## config.mk

```make
export PLATFORM = sky130hd
export DESIGN_NAME = mem_access_arb
export DESIGN_NICKNAME = d
export VERILOG_FILES = /design/src/rtl/mem_access_arb_pkg.sv /design/src/rtl/mem_access_arb_rr_arb2.sv /design/src/rtl/mem_access_arb.sv
export SDC_FILE = /design/constraint.sdc
export NUM_CORES = 1
export LEC_CHECK = 0
export ABC_CLOCK_PERIOD_IN_PS = 2400
export BUFFER_PORTS_ARGS = -buffer_cell sky130_fd_sc_hd__buf_2
export CAP_MARGIN = 0
export CORE_MARGIN = 2
export CORE_UTILIZATION = 35
export CTS_BUF_LIST = sky130_fd_sc_hd__clkbuf_4 sky130_fd_sc_hd__clkbuf_8
export DETAILED_ROUTE_END_ITERATION = 8
export SLEW_MARGIN = 10
export SYNTH_ARGS = -nofsm -noshare
export SYNTH_HDL_FRONTEND = slang
export SYNTH_SLANG_ARGS = --single-unit
```

## constraint.sdc

```tcl
create_clock -name clk -period 2.4 [get_ports clk]
set_input_delay 0.12 -clock clk [delete_from_list [all_inputs] [get_ports clk]]
set_output_delay 0.12 -clock clk [all_outputs]
set_load 0.01 [all_outputs]
```

## src/rtl/mem_access_arb_pkg.sv

```systemverilog
// Shared types and constants for the BAR memory-access arbiter.
// Region selects live in address bits [13:12].
package mem_access_arb_pkg;

   localparam int ADDR_W_DEF = 14;
   localparam int TAG_W_DEF  = 8;

   localparam logic [1:0] BAR0 = 2'b01;
   localparam logic [1:0] BAR2 = 2'b10;

   typedef enum logic [1:0] {
      IDLE    = 2'd0,
      WR      = 2'd1,
      RD_WAIT = 2'd2,
      RD_CAP  = 2'd3
   } state_t;

   typedef enum logic {
      GNT_WR = 1'b0,
      GNT_RD = 1'b1
   } gnt_t;

endpackage

```

## src/rtl/mem_access_arb_rr_arb2.sv

```systemverilog
// Two-requester round-robin arbiter.
// The requester that did not win last time wins a tie.
module rr_arb2
   import mem_access_arb_pkg::*;
(
   input  logic clk,
   input  logic rst_n,
   input  logic en,
   input  logic req_wr,
   input  logic req_rd,
   output logic gnt_wr,
   output logic gnt_rd
);

   gnt_t last_grant;

   always_comb begin
      gnt_wr = 1'b0;
      gnt_rd = 1'b0;
      if (en) begin
         if (req_wr && req_rd) begin
            gnt_wr = (last_grant == GNT_RD);
            gnt_rd = (last_grant == GNT_WR);
         end else begin
            gnt_wr = req_wr;
            gnt_rd = req_rd;
         end
      end
   end

   always_ff @(posedge clk or negedge rst_n) begin
      if (!rst_n) begin
         last_grant <= GNT_RD;
      end else if (gnt_wr) begin
         last_grant <= GNT_WR;
      end else if (gnt_rd) begin
         last_grant <= GNT_RD;
      end
   end

endmodule

```

## src/rtl/mem_access_arb.sv

```systemverilog
// Serialises MWr and MRd accesses onto the single-ported BAR memory
// block and returns tagged read responses under valid/ready.
module mem_access_arb
   import mem_access_arb_pkg::*;
#(
   parameter int ADDR_W = ADDR_W_DEF,
   parameter int TAG_W  = TAG_W_DEF,
   parameter int CNT_W  = 32
) (
   input  logic              clk,
   input  logic              rst_n,
   input  logic              wr_req_valid,
   output logic              wr_req_ready,
   input  logic [ADDR_W-1:0] wr_req_addr,
   input  logic [7:0]        wr_req_be,
   input  logic [31:0]       wr_req_data,
   input  logic              rd_req_valid,
   output logic              rd_req_ready,
   input  logic [ADDR_W-1:0] rd_req_addr,
   input  logic [3:0]        rd_req_be,
   input  logic [TAG_W-1:0]  rd_req_tag,
   output logic              rd_rsp_valid,
   input  logic              rd_rsp_ready,
   output logic [31:0]       rd_rsp_data,
   output logic [TAG_W-1:0]  rd_rsp_tag,
   output logic              mem_wr_en,
   output logic [7:0]        mem_wr_be,
   output logic [ADDR_W-1:0] mem_wr_addr,
   output logic [31:0]       mem_wr_data,
   input  logic              mem_wr_busy,
   output logic [3:0]        mem_rd_be,
   output logic [ADDR_W-1:0] mem_rd_addr,
   input  logic [31:0]       mem_rd_data,
   output logic [CNT_W-1:0]  stat_wr_cnt,
   output logic [CNT_W-1:0]  stat_rd_cnt
);

   state_t           state;
   state_t           state_n;
   logic             win;
   logic             rd_elig;
   logic             wr_done;
   logic             gnt_wr;
   logic             gnt_rd;
   logic [TAG_W-1:0] tag_q;

   assign win     = (state == IDLE) || ((state == WR) && !mem_wr_busy);
   assign rd_elig = rd_req_valid && (!rd_rsp_valid || rd_rsp_ready);
   assign wr_done = (state == WR) && !mem_wr_busy;

   rr_arb2 u_arb (
      .clk    (clk),
      .rst_n  (rst_n),
      .en     (win),
      .req_wr (wr_req_valid),
      .req_rd (rd_elig),
      .gnt_wr (gnt_wr),
      .gnt_rd (gnt_rd)
   );

   assign wr_req_ready = gnt_wr;
   assign rd_req_ready = gnt_rd;

   always_comb begin
      state_n = IDLE;
      unique case (1'b1)
         (state == WR) && mem_wr_busy: state_n = WR;
         gnt_wr:                       state_n = WR;
         gnt_rd:                       state_n = RD_WAIT;
         state == RD_WAIT:             state_n = RD_CAP;
         default:                      state_n = IDLE;
      endcase
   end

   always_ff @(posedge clk or negedge rst_n) begin
      if (!rst_n) begin
         state       <= IDLE;
         mem_wr_en   <= 1'b0;
         mem_wr_be   <= '0;
         mem_wr_addr <= '0;
         mem_wr_data <= '0;
         mem_rd_be   <= '0;
         mem_rd_addr <= '0;
         tag_q       <= '0;
      end else begin
         state     <= state_n;
         mem_wr_en <= (state_n == WR);
         if (gnt_wr) begin
            mem_wr_be   <= wr_req_be;
            mem_wr_addr <= wr_req_addr;
            mem_wr_data <= wr_req_data;
         end
         // Read address stays put until the next read grant.
         if (gnt_rd) begin
            mem_rd_be   <= rd_req_be;
            mem_rd_addr <= rd_req_addr;
            tag_q       <= rd_req_tag;
         end
      end
   end

   always_ff @(posedge clk or negedge rst_n) begin
      if (!rst_n) begin
         rd_rsp_valid <= 1'b0;
         rd_rsp_data  <= '0;
         rd_rsp_tag   <= '0;
         stat_wr_cnt  <= '0;
         stat_rd_cnt  <= '0;
      end else begin
         if (wr_done) begin
            stat_wr_cnt <= stat_wr_cnt + CNT_W'(1);
         end
         if (state == RD_CAP) begin
            rd_rsp_valid <= 1'b1;
            rd_rsp_data  <= mem_rd_data;
            rd_rsp_tag   <= tag_q;
            stat_rd_cnt  <= stat_rd_cnt + CNT_W'(1);
         end else if (rd_rsp_ready) begin
            rd_rsp_valid <= 1'b0;
         end
      end
   end

endmodule

```

==> summary.txt <==
Global routing
  • First-pass GRT wire length: 33.13 mm
  • GRT overflow: 0
  • Vias in the first global route: 6264
  • Largest net degree at the start of global routing: 71
  • Initial antenna violation count: 0
  • Total track usage: 17.58%

Layout
  • Fraction of layout cells with a size suffix above 1: 49.28%
  • Commonest non-fill, non-tap cell in the layout: buf_2
  • Most frequent cells in the layout: 296 x buf_2, 188 x dfrtp_1, 122 x mux2_2, 117 x dlygate4sd3_1, 43 x xnor2_1
  • Fin cells: 1254
  • Fin util: 51.19%
  • Fin area: 11140 sq um
  • Area growth from synthesis to layout: 44.03%
  • Layout Nets: 1081
  • Diode count: 0

Critical path
  • Critical Path Source: state[0]
  • Critical Path RT: 2.28 ns
  • CP Data Arrival Time: 2.03 ns
  • Critical Path, Cell by Cell: nand2_1 > nand4b_1 > a21o_1 > buf_4 > inv_1 > buf_2
  • Flop2flop setup slack: 0.55 ns
  • R2R depth: 4
  • Setup CP Type: flop to output port
  • Critical path's largest stage delay: 0.55 ns
  • Critical path peak fanout: 27
  • CP max-delay cell: dfrtp_1
  • Reg-to-Reg Start: stat_rd_cnt[13]
  • Worst Setup EP: rd_req_ready
  • R2R Path End: stat_rd_cnt[27]
  • Worst Setup End Kind: output port
  • CP Launch Type: flop

Route
  • Drt pass-1 iters: 4
  • Wire per inst: 16.00 um
  • First DRT Iteration DRCs: 184
  • Vias per cell: 4.685
  • Wl on met1: 8.214 mm
  • # DRC: 0
  • WL met2: 10.14 mm
  • Vias: 5875
  • Max layer used: met4
  • WL met3: 1.136 mm
  • Post-DRT Antenna Nets: 0
  • Total Wirelength: 20.07 mm

Yosys
  • Synth Area per Inst: 14.29 sq um
  • Sequential element share of the synthesized area: 61.18%
  • Mapped Cells: 541
  • EDFF count, synth: 0
  • FF+latch count, synth: 189
  • Most common flop cell mapped by yosys: dfrtp_1
  • Yosys warning count: 0
  • Distinct cell type count after synthesis: 43
  • Net count after synthesis: 661
  • Mapped cell area: 7732 sq um
  • Async set-reset flop share out of synthesis: 100.0%

Worst hold path
  • Worst hold-check path type: primary input to async pin

STA
  • Finish-stage setup viols: 0
  • Final critical-path share of the clock period: 89.64%
  • Skew final: 0.01688 ns
  • RSZ-0062 raised after global routing: false
  • WHS: 0.2291 ns
  • Final Hold Fails: 0
  • Final max-slew violation count: 0
  • Final worst slack: 0.2485 ns
  • Max-slew headroom: 56.09%
  • Max Freq: 464.8 MHz
  • Tightest Pin Transition: 0.6532 ns
  • Fin crit period: 2.151 ns
  • Fin Setup TNS: 0 ns

Placement
  • Pre-CTS WS: 0.5352 ns
  • DP Cell Count: 1105
  • DP Wirelength: 13.53 mm
  • Port bufs: 297
  • GPL Wtd Cong: 0.7906
  • Placement Cell Area: 9557 sq um

Clock tree
  • Post_cts resized: 0
  • Root Buffer: clkbuf_8
  • TritonCTS Buffers: 17
  • CTS Sinks: 189
  • H-tree depth: 4
  • Worst-path clk slew: 0.12 ns
  • CTS tree: built
  • Clk Latency, worst-skew pair: 0.47 ns
  • CTS max path bufs: 2

Die
  • Starting density of the core: 35.54%
  • CORE AREA: 21760 sq um
  • Die area: 23300 sq um
  • Cell Rows: 54
  • Die Y: 152.6 um
  • I/O pin total: 298
  • DIE WIDTH: 152.6 um

Outcome
  • Outcome: finished clean

Power and ir drop
  • Pwr/cell area: 1011 nW/um^2
  • Worst vdd ir: 560.4 uV
  • Tot Pwr: 11.26 mW
  • Leakage: 5.407 nW

Flow run
  • Maxcap violations: 0
==> critical path, delay by kind of cell (launching register included) <==
family,cells,cell delay [ns]
buffers and inverters,3,0.58
AO/OA/AOI/OAI,1,0.12
flip-flops,1,0.55
AND/OR/NAND/NOR,2,0.31
==> how the worst min path moves through the flow <==
stage / slack, ns / cells after the start / to / startpoint
final: 0.23 / 2 / stat_wr_cnt[23] / rst_n
after floorplan: -0.18 / 0 / mem_rd_addr[0] / rst_n
after global placement: 0.19 / 1 / stat_wr_cnt[31] / rst_n
after CTS: 0.23 / 2 / mem_wr_data[3] / rst_n
after detailed placement: 0.20 / 1 / mem_wr_addr[4] / rst_n
after global routing: 0.27 / 2 / mem_wr_data[3] / rst_n
==> sequential cells by signal, summed over array words and instances, names as in the netlist <==
register and cells:
mem_rd_addr 14, mem_rd_be 4, mem_wr_addr 14, mem_wr_be 8, mem_wr_data 32, mem_wr_en 1, rd_rsp_data 32, rd_rsp_tag 8
rd_rsp_valid 1, stat_rd_cnt 32, stat_wr_cnt 32, state 2, tag_q 8, u_arb.last_grant 1
==> final cells by class <==
type | count | area, sq um
inverters | 8 | 30.03
fillers | 1976 | 10620
repair buffers | 421 | 2756
clock buffers | 17 | 234.0
flip-flops and latches | 189 | 4731
clock inverters | 15 | 175.2
well taps | 280 | 350.3
multi-input cells | 324 | 2860
==> routing by layer <==
metal,vias up,global-route usage (%)
li1,2746,-
met1,2898,21.07
met2,189,30.11
met3,42,4.693
met4,0,7.055
met5,-,0
==> where the power goes <==
part           switching [mW]  internal (mW)
Sequential              0.669           4.35
Combinational            1.88           2.15
Clock                    1.33          0.884
Total                    3.88           7.38
==> what timing repair did <==
action	CTS	global route
hold buffers	117	0
hold endpoints to repair	183	0
setup buffers	0	0
==> logic make-up after synthesis <==
kind of cell,synth area share [%]
fa+ha+maj,0.3236
simple gates,11.36
buf+inv,1.909
mux,17.77
xor+xnor,7.120
compound gates,0.3399
flops,61.18
==> Yosys cell counts (2+ instances only) <==
| cell type | number | area, sq um |
|---|---|---|
| nand4_1 | 22 | 137.6 |
| a21oi_1 | 2 | 10.01 |
| dfrtp_1 | 188 | 4705 |
| and4_1 | 4 | 35.03 |
| xor2_1 | 18 | 157.7 |
| or4_4 | 2 | 22.52 |
| nand4b_1 | 3 | 26.28 |
| buf_4 | 6 | 45.04 |
| nand3_2 | 2 | 20.02 |
| ha_1 | 2 | 25.02 |
| buf_2 | 10 | 50.05 |
| and2_1 | 4 | 25.02 |
| nor2_1 | 8 | 30.03 |
| nor4_4 | 2 | 42.54 |
| nor4_2 | 4 | 50.05 |
| nor4_1 | 2 | 12.51 |
| and3_1 | 13 | 81.33 |
| inv_1 | 8 | 30.03 |
| nand2b_1 | 3 | 18.77 |
| nand2_1 | 23 | 86.33 |
| clkbuf_1 | 3 | 11.26 |
| nand3_1 | 22 | 110.1 |
| xnor2_1 | 43 | 376.6 |
| nor3_1 | 7 | 35.03 |
| mux2_2 | 122 | 1374 |
Note: power is estimated with default switching activity, not from simulation.
